[config.mk]
export PLATFORM = sky130hd
export DESIGN_NAME = wptr_full_level
export DESIGN_NICKNAME = d
export VERILOG_FILES = /design/src/rtl/fifo_pkg.sv /design/src/rtl/wptr_full_level.sv
export SDC_FILE = /design/constraint.sdc
export NUM_CORES = 1
export LEC_CHECK = 0
export ABC_AREA = 1
export BUFFER_PORTS_ARGS = -buffer_cell sky130_fd_sc_hd__buf_2
export CORE_MARGIN = 2
export CORE_UTILIZATION = 55
export DETAILED_ROUTE_END_ITERATION = 7
export PLACE_DENSITY = 0.79
export SLEW_MARGIN = 20
export SYNTH_ARGS = -nofsm -noshare
export SYNTH_HDL_FRONTEND = slang
export SYNTH_SLANG_ARGS = --single-unit
[constraint.sdc]
create_clock -name wclk -period 4 [get_ports wclk]
set_input_delay 1.2 -clock wclk [delete_from_list [all_inputs] [get_ports wclk]]
set_output_delay 1.2 -clock wclk [all_outputs]
set_load 0.01 [all_outputs]
[src/rtl/fifo_pkg.sv]
// Gray/binary pointer helpers shared by the write- and read-side FIFO controllers.
// Arguments are zero-extended pointers of any width up to 32 bits; callers size-cast the result back.
package fifo_pkg;

    function automatic logic [31:0] bin2gray(input logic [31:0] b);
        return b ^ (b >> 1);
    endfunction

    // Prefix-XOR from the MSB down. Zero upper bits do not affect the low bits.
    function automatic logic [31:0] gray2bin(input logic [31:0] g);
        logic [31:0] b;
        b = g;
        for (int s = 1; s < 32; s = s * 2) begin
            b = b ^ (b >> s);
        end
        return b;
    endfunction

endpackage

[src/rtl/wptr_full_level.sv]
// Write-domain pointer, full/almost-full, fill-level and sticky-overflow controller for the
// Gray-pointer async FIFO. wq2_rptr arrives already synchronized into wclk.
module wptr_full_level
    import fifo_pkg::*;
#(
    parameter int ADDRSIZE     = 4,
    parameter int AFULL_THRESH = 12
) (
    input  logic                wclk,
    input  logic                wrst_n,
    input  logic                winc,
    input  logic [ADDRSIZE:0]   wq2_rptr,
    input  logic                wovf_clr,
    output logic [ADDRSIZE-1:0] waddr,
    output logic [ADDRSIZE:0]   wptr,
    output logic                wfull,
    output logic                wafull,
    output logic [ADDRSIZE:0]   wlevel,
    output logic                wovf
);

    localparam int PW    = ADDRSIZE + 1;
    localparam int DEPTH = 1 << ADDRSIZE;
    localparam logic [PW-1:0] AFULL_T = PW'(AFULL_THRESH);

    if (ADDRSIZE < 2 || AFULL_THRESH < 1 || AFULL_THRESH > DEPTH) begin : g_param_check
        $error("wptr_full_level: illegal ADDRSIZE/AFULL_THRESH");
    end

    logic [PW-1:0] wbin;
    logic [PW-1:0] wbinnext;
    logic [PW-1:0] wgraynext;
    logic [PW-1:0] rbin_s;
    logic [PW-1:0] wlevel_next;
    logic          winc_ok;
    logic          wovf_set;
    logic          wfull_val;
    logic          wafull_val;

    assign winc_ok     = winc & ~wfull;
    assign wovf_set    = winc & wfull;
    assign wbinnext    = wbin + PW'(winc_ok);
    assign wgraynext   = PW'(bin2gray(32'(wbinnext)));
    assign rbin_s      = PW'(gray2bin(32'(wq2_rptr)));
    // Modulo subtraction; the stale read pointer makes this an over-estimate, never an under-estimate.
    assign wlevel_next = wbinnext - rbin_s;

    // Full when the next write pointer equals the read pointer with the two MSBs inverted (Gray form).
    assign wfull_val  = (wgraynext == {~wq2_rptr[ADDRSIZE:ADDRSIZE-1], wq2_rptr[ADDRSIZE-2:0]});
    assign wafull_val = (wlevel_next >= AFULL_T);

    assign waddr = wbin[ADDRSIZE-1:0];

    always_ff @(posedge wclk or negedge wrst_n) begin
        if (!wrst_n) begin
            wbin   <= '0;
            wptr   <= '0;
            wfull  <= 1'b0;
            wafull <= 1'b0;
            wlevel <= '0;
            wovf   <= 1'b0;
        end else begin
            wbin   <= wbinnext;
            wptr   <= wgraynext;
            wfull  <= wfull_val;
            wafull <= wafull_val;
            wlevel <= wlevel_next;
            wovf   <= wovf_clr ? wovf_set : (wovf | wovf_set);
        end
    end

endmodule

* Word level (Yosys, flattened, before mapping)
Index checks and enable logic that the tools add are counted.
** Operators by class
- Eq/ne operators :: 1
- Multiplexer cells :: 1
- Bitwise operators :: 11
- Add/sub/neg operators :: 2
- $lt $le $gt $ge :: 1
** Operator list (count)
- $xor A5 B1 Y5 const B :: 2
- $xor A5 B4 Y5 :: 2
- $add A5 B1 Y5 :: 1
- $eq A5 B5 Y1 :: 1
- $ge A5 B4 Y1 const B :: 1
- $sub A5 B5 Y5 :: 1
- $xor A5 B1 Y5 :: 1
- $xor A5 B3 Y5 :: 1
- $and A1 B1 Y1 :: 2
- $not A2 Y2 :: 1
- $mux W1 :: 1
- $not A1 Y1 :: 1
- $or A1 B1 Y1 :: 1
** Word-level totals
- Output and inout bits :: 17
- Logic and storage cells :: 22
- Flip-flop bits (word level) :: 18
- Bits of input ports :: 9

* Logic depth before layout (Yosys ltp)
Gate-level depths: netlist of run 1.
- Depth after elaboration :: 7
- Depth in mapped cells :: 16
- Depth with buffers taken out :: 16

* Least setup slack after synthesis of run 1
Ideal clock, no wire load.
- Kind :: in2reg
- From :: input port winc
- To :: register wafull
- Required time :: 3883 ps
- Setup time :: 117 ps
- Buffers on the path :: 0
- Data arrival time :: 2609 ps
- Setup slack :: 1274 ps
- Cell stages on the path :: 14
- Cells stage by stage :: nand3_1 -> inv_1 -> ha_1 -> inv_1 -> nand3_1 -> nand2_1 -> inv_1 -> ha_1 -> inv_1 -> nand2_1 -> nand3_1 -> nand3_1 -> nand2_1 -> nand2_1
** On the way
- Word-level cells in the longest chain between the ends :: 4
** RTL lines
- start: declaration :: RTL line wptr_full_level.sv:11 : input logic winc,
- $and A1 B1 Y1 :: RTL line wptr_full_level.sv:40 : assign winc_ok = winc & ~wfull;
- $add A5 B1 Y5 :: RTL line wptr_full_level.sv:42 : assign wbinnext = wbin + PW'(winc_ok);
- named net wbinnext[1] :: RTL line wptr_full_level.sv:31 : logic [PW-1:0] wbinnext;
- $sub A5 B5 Y5 :: RTL line wptr_full_level.sv:46 : assign wlevel_next = wbinnext - rbin_s;
- $ge A5 B4 Y1 :: RTL line wptr_full_level.sv:50 : assign wafull_val = (wlevel_next >= AFULL_T);
- named net wafull_val :: RTL line wptr_full_level.sv:38 : logic wafull_val;
- end signal: assignment :: RTL line wptr_full_level.sv:66 : wafull <= wafull_val;
- end: declaration :: RTL line wptr_full_level.sv:17 : output logic wafull,
The timed path passes the listed nets, and every way through them passes these cells.

* Worst setup path in the final report of run 1
Ends and elaborated chain as after synthesis.

==> flow_metrics.py, run 1 <==
metrics = {
    "power": {
        "p_int_mw": 0.5529,
        "p_sw_frac": 0.4707,
        "total_power_mw": 1.045,
        "power_frac_clock": 0.088,
        "seqPwrFrac": 0.292,
        "power_density_nw_per_um2": 862.5,
        "power_frac_comb": 0.619,
        "p_leak_nw": 0.7162,
        "p_switching_mw": 0.4916,
        "peakVddDrop_v": 0.0004107,
    },
    "drt": {
        "drc": 0,
        "antenna_left": 0,
        "highest_layer": "met4",
        "wl_per_cell_um": 10.57,
        "met3_length_um": 78,
        "vias": 888,
        "wl_met2_um": 953,
        "wl_met1_um": 902,
        "drt_iter0_markers": 15,
        "firstDrtPassIters": 4,
        "wirelength_um": 1956,
        "vias_per_cell": 4.800,
    },
    "clocking": {
        "root_buffer": "clkbuf_4",
        "cts_tree": "done",
        "cts.sinks": 17,
        "cts_hold_buf": 0,
        "post_cts_resized": 0,
        "clkTransAtPathRegs_ns": 0.10,
        "clock_path_buffers": 2,
        "clock_latency_ns": 0.29,
        "cts.htree.levels": 1,
        "cts_inserted_buffers": 3,
        "postCtsSetupBuffers": 0,
    },
    "run": {
        "drv_cap": 0,
    },
    "placed_design": {
        "place_area_um2": 1184,
        "numPortBuffers": 25,
        "globalplace.congestion": 0.9341,
        "hpwl_um": 1598,
    },
    "worst_hold_path": {
        "hp-class": "flop to flop",
        "worstHoldStart": "wovf",
        "worstHoldPathCells": 2,
    },
    "timing": {
        "setup_viol": 0,
        "fin_setup_tns_ns": 0,
        "relSlewSlack": 0.7469,
        "holdWs_ns": 0.5320,
        "clock_skew_ns": 0.001934,
        "clock.fmax_mhz": 361.5,
        "tightest_slew_ns": 0.3796,
        "drv_slew": 0,
        "fin_crit_ns": 2.767,
        "timing.final.crit_share": 0.6917,
        "final_hold_viol_count": 0,
        "rsz0062_at_grt": "false",
    },
    "setup_path": {
        "reg2reg_depth": 15,
        "cp_data_arrival_time_ns": 2.96,
        "critical_path_required_ns": 4.19,
        "worstSetupStartpointType": "input pin",
        "cp_max_fo": 6,
        "reg2reg_to": "wafull",
        "worst_setup_path_end_kind": "flop",
        "regToRegSetupSlack_ns": 1.82,
        "crit_type": "input pin to flop",
        "crit_path_start": "winc",
        "crit_end": "wafull",
        "r2r-start": "wfull",
    },
    "synthesis": {
        "avgSynthCellArea_um2": 7.841,
        "synth_cell_types": 19,
        "syn_nets": 145,
        "netlist_instances": 131,
        "ys_seq_area_frac": 0.4141,
        "synth-warning-count": 0,
        "synth-seq-cells": 17,
        "netlist_area_um2": 1027,
    },
    "floorplanning": {
        "start_util": 0.5885,
        "ios": 26,
        "dieArea_um2": 2229,
        "row_count": 15,
        "die_y_um": 47.22,
        "core_area_um2": 1745,
        "fp.dieW_um": 47.22,
    },
    "finish": {
        "syn_to_final_growth_pct": 17.90,
        "drive_gt1_frac": 0.2375,
        "design_area_um2": 1211,
        "diodes": 0,
        "final_nets": 175,
    },
    "global_routing": {
        "grt_pass1_wl_um": 3325,
        "antenna_found_initial": 0,
        "overflow": 0,
        "first_global_vias": 842,
        "track_usage": 0.2158,
        "grt_max_degree": 18,
    },
    "run_status": {
        "status": "complete, no violations",
    },
}
-- synthesized netlist by cell type --
| cell | instances | share of area |
|---|---|---|
| a21oi_1 | 1 | 0.0049 |
| and2_1 | 1 | 0.0061 |
| dfrtp_1 | 17 | 0.41 |
| ha_1 | 5 | 0.061 |
| inv_1 | 20 | 0.073 |
| inv_2 | 3 | 0.011 |
| nand2_1 | 52 | 0.19 |
| nand2_2 | 1 | 0.0061 |
| nand3_1 | 15 | 0.073 |
| nand3_2 | 1 | 0.0097 |
| nand3b_1 | 1 | 0.0073 |
| nor2_1 | 2 | 0.0073 |
| nor2_4 | 1 | 0.011 |
| o21bai_1 | 1 | 0.0073 |
| o22ai_1 | 1 | 0.0061 |
| xnor2_1 | 2 | 0.017 |
| xnor3_1 | 1 | 0.022 |
| xor2_1 | 3 | 0.026 |
| xor2_2 | 3 | 0.048 |
-- through the flow --
stage                     instances  setup WS (ns)  utilization
final                           185          1.233       0.6939
after global routing            185          1.096       0.6939
after CTS                       185          1.263       0.6939
after detailed placement        181         0.9443       0.6781
after global placement          181         0.9628       0.6781
after floorplan                 131          1.274            -
-- per-layer routing --
metal	GRT usage	vias to the layer above
met5	0	-
met4	0.1333	0
met3	0.03846	2
met2	0.3452	31
met1	0.2690	399
li1	-	456
-- worst min-delay path by stage --
stage | to | slack, ns
global placement | wovf | 0.52
floorplan | wovf | 0.56
detailed placement | wovf | 0.52
global route | wovf | 0.58
finish | wovf | 0.53
CTS | wovf | 0.54
-- power by group through the flow --
stage | registers, mW | logic [mW] | clock network, mW
3_5_place_dp | 0.310 | 0.645 | 0
3_3_place_gp | 0.308 | 0.630 | 0
4_1_cts | 0.306 | 0.648 | 0.0960
6_report | 0.305 | 0.647 | 0.0921
5_1_grt | 0.318 | 0.738 | 0.104
2_1_floorplan | 0.355 | 0.418 | 0
-- cell families after synthesis --
logic type,share of synthesized area
flip-flops,0.4141
AND/OR/NAND/NOR,0.3106
buffers and inverters,0.08404
adder cells (fa/ha/maj),0.06090
XOR/XNOR,0.1121
AO/OA/AOI/OAI,0.01827
-- cell usage in the layout (no fill, tap or decap), drive strengths merged --
cell / n
nand2: 53
buf: 25
inv: 23
dfrtp: 17
nand3: 16
xor2: 6
ha: 5
clkbuf: 3
nor2: 3
xnor2: 2
o21bai: 1
nand3b: 1
and2: 1
a21oi: 1
xnor3: 1
o22ai: 1
clkinv: 1
-- critical path: stages --
cell and delay [ns]:
buf_2 0.11, nand3_1 0.15, inv_1 0.07, ha_1 0.39
inv_1 0.17, nand3_1 0.11, nand2_1 0.07, inv_1 0.04
ha_1 0.18, inv_1 0.06, nand2_1 0.07, nand3_1 0.10
nand3_1 0.08, nand2_1 0.10, nand2_1 0.06
-- sequential cells by signal, summed over array words and instances, names as in the netlist --
name / cells
wbin: 5
wlevel: 5
wptr: 4
wafull: 1
wfull: 1
wovf: 1
-- final cells by class --
class	count	area [um^2]
Sequential cell	17	425.4
Multi-Input combinational cell	91	515.5
Tap cell	25	31.28
Fill cell	162	534.3
Timing Repair Buffer	25	125.1
Inverter	23	86.33
Clock inverter	1	5.005
Clock buffer	3	22.52
Power figures use the tool's default switching activity.
==> inputs of run 2 (changes only) <==
ABC_AREA = 0   (was 1)
CORE_UTILIZATION = 44   (was 55)
PLACE_DENSITY = 0.7   (was 0.79)
clock period = 2.5 ns   (was 4 ns; I/O delays follow)
==> flow_metrics.py, run 2 <==
metrics = {
    "run_status": {
        "status": "complete, no violations",
    },
    "timing": {
        "timing.final.crit_share": 0.9959,
        "clock_skew_ns": 0.003290,
        "fin_crit_ns": 2.490,
        "fin_setup_tns_ns": 0,
        "final_hold_viol_count": 0,
        "relSlewSlack": 0.7396,
        "clock.fmax_mhz": 401.7,
        "tightest_slew_ns": 0.3878,
        "rsz0062_at_grt": "true",
        "drv_slew": 0,
        "setup_viol": 0,
    },
    "synthesis": {
        "yosysTopAreaCell": "dfrtp_1",
        "synthTopCellsByCount": "17 x dfrtp_1, 17 x xnor2_1, 6 x inv_1, 5 x ha_1",
        "synth_cell_types": 22,
        "netlist_instances": 72,
        "netlist_area_um2": 869.6,
        "ys_seq_area_frac": 0.4892,
        "avgSynthCellArea_um2": 12.08,
        "syn_nets": 86,
        "synth_edf_count": 0,
        "synthFlopType": "dfrtp_1",
        "synth-seq-cells": 17,
        "synth-warning-count": 0,
        "async_reset_ff_frac": 1.000,
        "netlist_top_cells_area": "dfrtp_1 49%, xnor2_1 17%, ha_1 7.2%",
        "synth_top_area_share": 0.4892,
    },
    "finish": {
        "syn_to_final_growth_pct": 41.87,
        "mostFrequentLayoutCell": "buf_2",
        "final_nets": 129,
        "layout_common_cells": "24 x buf_2, 17 x dfrtp_1, 16 x xnor2_1",
        "top_regs": "wbin: 5 flops, wlevel: 5 flops, wptr: 4 flops",
        "final_core_util": 0.6487,
        "diodes": 0,
        "drive_gt1_frac": 0.4825,
        "final_cell_count_no_fill": 141,
        "fill_cells": 155,
    },
    "setup_path": {
        "critical_path_required_ns": 2.70,
        "crit_family": "XOR/XNOR gates",
        "cp_data_arrival_time_ns": 2.69,
        "cpMaxStageDelayCell": "xnor3_2",
        "slowest_delay_ns": 0.42,
        "path_cells": "buf_2, xnor3_2, xor2_4, xnor2_2, ha_2, inv_2, maj3_2, a21oi_1, xnor2_1, a21o_1",
        "regToRegSetupSlack_ns": 0.30,
        "cp_num_buf_inv": 2,
        "cp_max_fo": 2,
        "crit_type": "input pin to flop",
        "worstSetupStartpointType": "input pin",
        "worst_setup_path_end_kind": "flop",
    },
    "global_routing": {
        "antenna_found_initial": 0,
        "grt_pass1_wl_um": 2801,
        "first_global_vias": 625,
        "overflow": 0,
        "grt_max_degree": 18,
        "track_usage": 0.1571,
    },
    "floorplanning": {
        "start_util": 0.4572,
        "die_y_um": 48.46,
        "fp.dieW_um": 48.46,
        "dieArea_um2": 2348,
        "core_area_um2": 1902,
        "row_count": 16,
        "ios": 26,
    },
    "power": {
        "total_power_mw": 1.876,
        "p_leak_nw": 0.5796,
        "peakVddDrop_v": 0.0008626,
        "power_density_nw_per_um2": 1521,
    },
    "drt": {
        "wl_per_cell_um": 11.81,
        "vias_per_cell": 4.426,
        "wirelength_um": 1665,
        "antenna_left": 0,
        "firstDrtPassIters": 2,
        "vias": 624,
        "drc": 0,
        "drt_iter0_markers": 2,
    },
    "clocking": {
        "cts.sinks": 17,
        "cts.htree.levels": 1,
        "cts_hold_buf": 0,
        "clock_latency_ns": 0.29,
        "clkTransAtPathRegs_ns": 0.10,
        "clock_path_buffers": 2,
        "cts_inserted_buffers": 3,
        "root_buffer": "clkbuf_4",
        "cts_tree": "done",
    },
    "placed_design": {
        "globalplace.congestion": 0.8438,
        "dp_cells": 137,
        "numPortBuffers": 25,
        "hpwl_um": 1256,
    },
    "run": {
        "drv_cap": 0,
    },
    "worst_hold_path": {
        "hp-class": "input pin to async pin",
    },
}
==> run 2: changes by cell type in the layout (fill, tap and decap cells not counted), sizes merged, moves of 2 or more <==
cell,previous run,this run
nand2,53,1
buf,25,39
inv,23,6
nor3,0,2
or3,0,2
nor2,3,1
xnor2,2,18
nand3,16,4
==> run 2: cell type report <==
type | count | area, um^2 | share of cell area
well taps | 27 | 33.78 | 0.02738
inverters | 6 | 22.52 | 0.01826
flip-flops and latches | 17 | 425.4 | 0.3448
repair buffers | 39 | 236.5 | 0.1917
clock inverters | 1 | 5.005 | 0.004057
multi-input cells | 48 | 488.0 | 0.3955
clock buffers | 3 | 22.52 | 0.01826
==> run 2: power by group <==
part	internal [mW]	switching [mW]
combinational	0.614	0.617
clock	0.0596	0.0905
sequential	0.427	0.0677
total	1.10	0.776
==> run 2: repair_timing <==
item | in CTS | in global routing
endpoints found under the hold margin | 0 | 0
buffers inserted | 0 | 0
pin swaps | 4 | 2
resized for setup | 0 | 6
setup endpoints to repair | 1 | 2
==> run 2: stage by stage <==
step / setup WS, ns / area (um^2) / hold slack (ns)
3_5_place_dp: -0.3335 / 1161 / 0.4948
3_3_place_gp: -0.2901 / 1161 / 0.4867
4_1_cts: 0.01282 / 1189 / 0.3600
2_1_floorplan: -0.1828 / 900.9 / 0.4544
5_1_grt: -0.1086 / 1234 / 0.3764
6_report: 0.01035 / 1234 / 0.3632
==> run 2: path summary, 6_finish.rpt <==
path | cells after the start | start | endpoint
worst max register to register | 10 | wfull | wafull
worst max-delay path | 10 | wq2_rptr[2] | wafull
worst min register to register | 2 | wfull | wovf
worst min-delay path | 1 | wrst_n | wlevel[1]
min in group wclk | 2 | wfull | wovf
max in group asynchronous | 1 | wrst_n | wbin[3]
==> run 2: logic make-up (layout without fill, tap and decap cells) <==
| logic type | Yosys count | after routing | share of synthesized area |
|---|---|---|---|
| and+or+nand+nor | 12 | 12 | 0.07194 |
| DFF | 17 | 17 | 0.4892 |
| adders and majority gates | 6 | 6 | 0.08489 |
| buffers and inverters | 7 | 49 | 0.03021 |
| xor gates and xnor gates | 24 | 24 | 0.2763 |
| AOI/OAI and AO/OA | 6 | 6 | 0.04748 |
==> run 2: layer usage <==
| metal | wire [um] | global-route usage | vias to the layer above | share of wire |
|---|---|---|---|---|
| met5 | 0 | 0 | - | 0 |
| met2 | 821 | 0.2431 | 17 | 0.49 |
| met4 | 19 | 0.05714 | 0 | 0.011 |
| met1 | 744 | 0.2146 | 287 | 0.45 |
| li1 | - | - | 318 | - |
| met3 | 79 | 0.04012 | 2 | 0.047 |
==> inputs of run 3 (changes only) <==
PLACE_DENSITY = default   (was 0.7)
PLACE_DENSITY_LB_ADDON = 0.08   (was default)
RECOVER_POWER = 50   (was default)
==> flow_metrics.py, run 3 (synthesis gave the netlist of run 2 again) <==
metrics = {
    "run_status": {
        "status": "complete, no violations",
    },
    "finish": {
        "diodes": 0,
        "mostFrequentLayoutCell": "buf_2",
        "final_cell_count_no_fill": 142,
        "drive_gt1_frac": 0.4174,
        "top_regs": "wbin: 5 flops, wlevel: 5 flops, wptr: 4 flops",
        "fill_cells": 174,
        "layout_common_cells": "22 x buf_2, 17 x xnor2_1, 17 x dfrtp_1",
        "final_nets": 130,
        "syn_to_final_growth_pct": 38.42,
        "final_core_util": 0.6329,
    },
    "setup_path": {
        "reg2reg_depth": 10,
        "critical_path_required_ns": 2.68,
        "worstSetupStartpointType": "input pin",
        "worst_setup_path_end_kind": "flop",
        "cp_data_arrival_time_ns": 2.64,
        "cp_max_fo": 2,
        "crit_type": "input pin to flop",
    },
    "drt": {
        "drt_iter0_markers": 8,
        "drc": 0,
        "vias_per_cell": 4.528,
        "firstDrtPassIters": 4,
        "antenna_left": 0,
        "wl_per_cell_um": 10.95,
        "vias": 643,
        "wirelength_um": 1555,
    },
    "timing": {
        "fin_setup_tns_ns": 0,
        "fin_crit_ns": 2.458,
        "clock.fmax_mhz": 406.8,
        "rsz0062_at_grt": "true",
        "final_hold_viol_count": 0,
        "clock_skew_ns": 0.002199,
        "relSlewSlack": 0.4207,
        "drv_slew": 0,
        "setup_viol": 0,
        "timing.final.crit_share": 0.9832,
        "tightest_slew_ns": 0.8690,
    },
    "global_routing": {
        "grt_max_degree": 18,
        "antenna_found_initial": 0,
        "grt_pass1_wl_um": 2711,
        "overflow": 0,
        "first_global_vias": 629,
        "track_usage": 0.1520,
    },
    "clocking": {
        "clock_latency_ns": 0.28,
        "cts.sinks": 17,
        "cts_hold_buf": 0,
        "cts_tree": "done",
        "clkTransAtPathRegs_ns": 0.09,
        "cts_inserted_buffers": 3,
        "root_buffer": "clkbuf_4",
        "clock_path_buffers": 2,
        "cts.htree.levels": 1,
    },
    "floorplanning": {
        "die_y_um": 48.46,
        "fp.dieW_um": 48.46,
        "dieArea_um2": 2348,
        "core_area_um2": 1902,
        "start_util": 0.4572,
        "row_count": 16,
        "ios": 26,
    },
    "worst_hold_path": {
        "hp-class": "flop to flop",
        "worstHoldPathCells": 2,
    },
    "power": {
        "peakVddDrop_v": 0.0007700,
        "power_density_nw_per_um2": 1535,
        "p_leak_nw": 0.5634,
    },
    "run": {
        "drv_cap": 0,
    },
    "placed_design": {
        "dp_cells": 138,
        "hpwl_um": 1291,
        "numPortBuffers": 25,
        "globalplace.congestion": 0.7399,
    },
}
[run 3: cell types whose count changed in the layout (fill, tap and decap cells not counted), sizes merged]
cell    before  now
clkbuf       3    7
buf         39   37
clkinv       1    0
[run 3: cell type report]
type / count / area, um^2 / share of cell area
clock buffers: 4 / 26.28 / 0.02183
inverters: 6 / 22.52 / 0.01871
multi-input cells: 48 / 461.7 / 0.3836
flip-flops and latches: 17 / 425.4 / 0.3534
well taps: 27 / 33.78 / 0.02807
repair buffers: 40 / 234.0 / 0.1944
[run 3: what timing repair did]
item / in CTS / in global routing
resized for setup: 1 / 1
buffers inserted: 0 / 0
hold endpoints to repair: 0 / 0
endpoints found under the setup margin: 1 / 1
pin swaps: 2 / 4
[run 3: per-stage QoR]
stage	hold WS (ns)	setup slack, ns	cell area [um^2]	power [mW]
2_1_floorplan	0.4544	-0.1828	900.9	1.261
6_report	0.5234	0.04196	1204	1.848
4_1_cts	0.3778	0.01870	1202	1.860
5_1_grt	0.5533	-0.04243	1204	2.022
3_5_place_dp	0.5016	-0.3366	1169	1.709
3_3_place_gp	0.4912	-0.2976	1169	1.687
[run 3: worst max-delay path, stage by stage]
cell       delay [ns]
buf_2            0.09
xnor3_2          0.46
xor2_4           0.18
xnor2_2          0.16
ha_2             0.19
inv_2            0.05
ha_4             0.16
a2111oi_4        0.18
nor3_1           0.10
xor2_1           0.16
a21o_1           0.16
[run 3: path summary, 6_finish.rpt]
check	startpoint	endpoint	slack (ns)
setup / recovery	wq2_rptr[4]	wafull	0.04
hold / removal	wfull	wovf	0.52
setup reg to reg	wfull	wafull	0.29
hold reg to reg	wfull	wovf	0.52
max in group asynchronous	wrst_n	wlevel[1]	1.42
min in group asynchronous	wrst_n	wbin[2]	0.55
[run 3: metal layers]
metal / GRT usage / routed length (um) / vias to the layer above
li1: - / - / 320
met1: 0.1870 / 682 / 310
met3: 0.03086 / 58 / 2
met4: 0.07143 / 14 / 0
met5: 0 / 0 / -
met2: 0.2569 / 799 / 11
[run 3: power breakdown]
group | switching (mW) | internal (mW)
logic | 0.586 | 0.630
clock network | 0.0790 | 0.0619
registers | 0.0635 | 0.428
total | 0.729 | 1.12
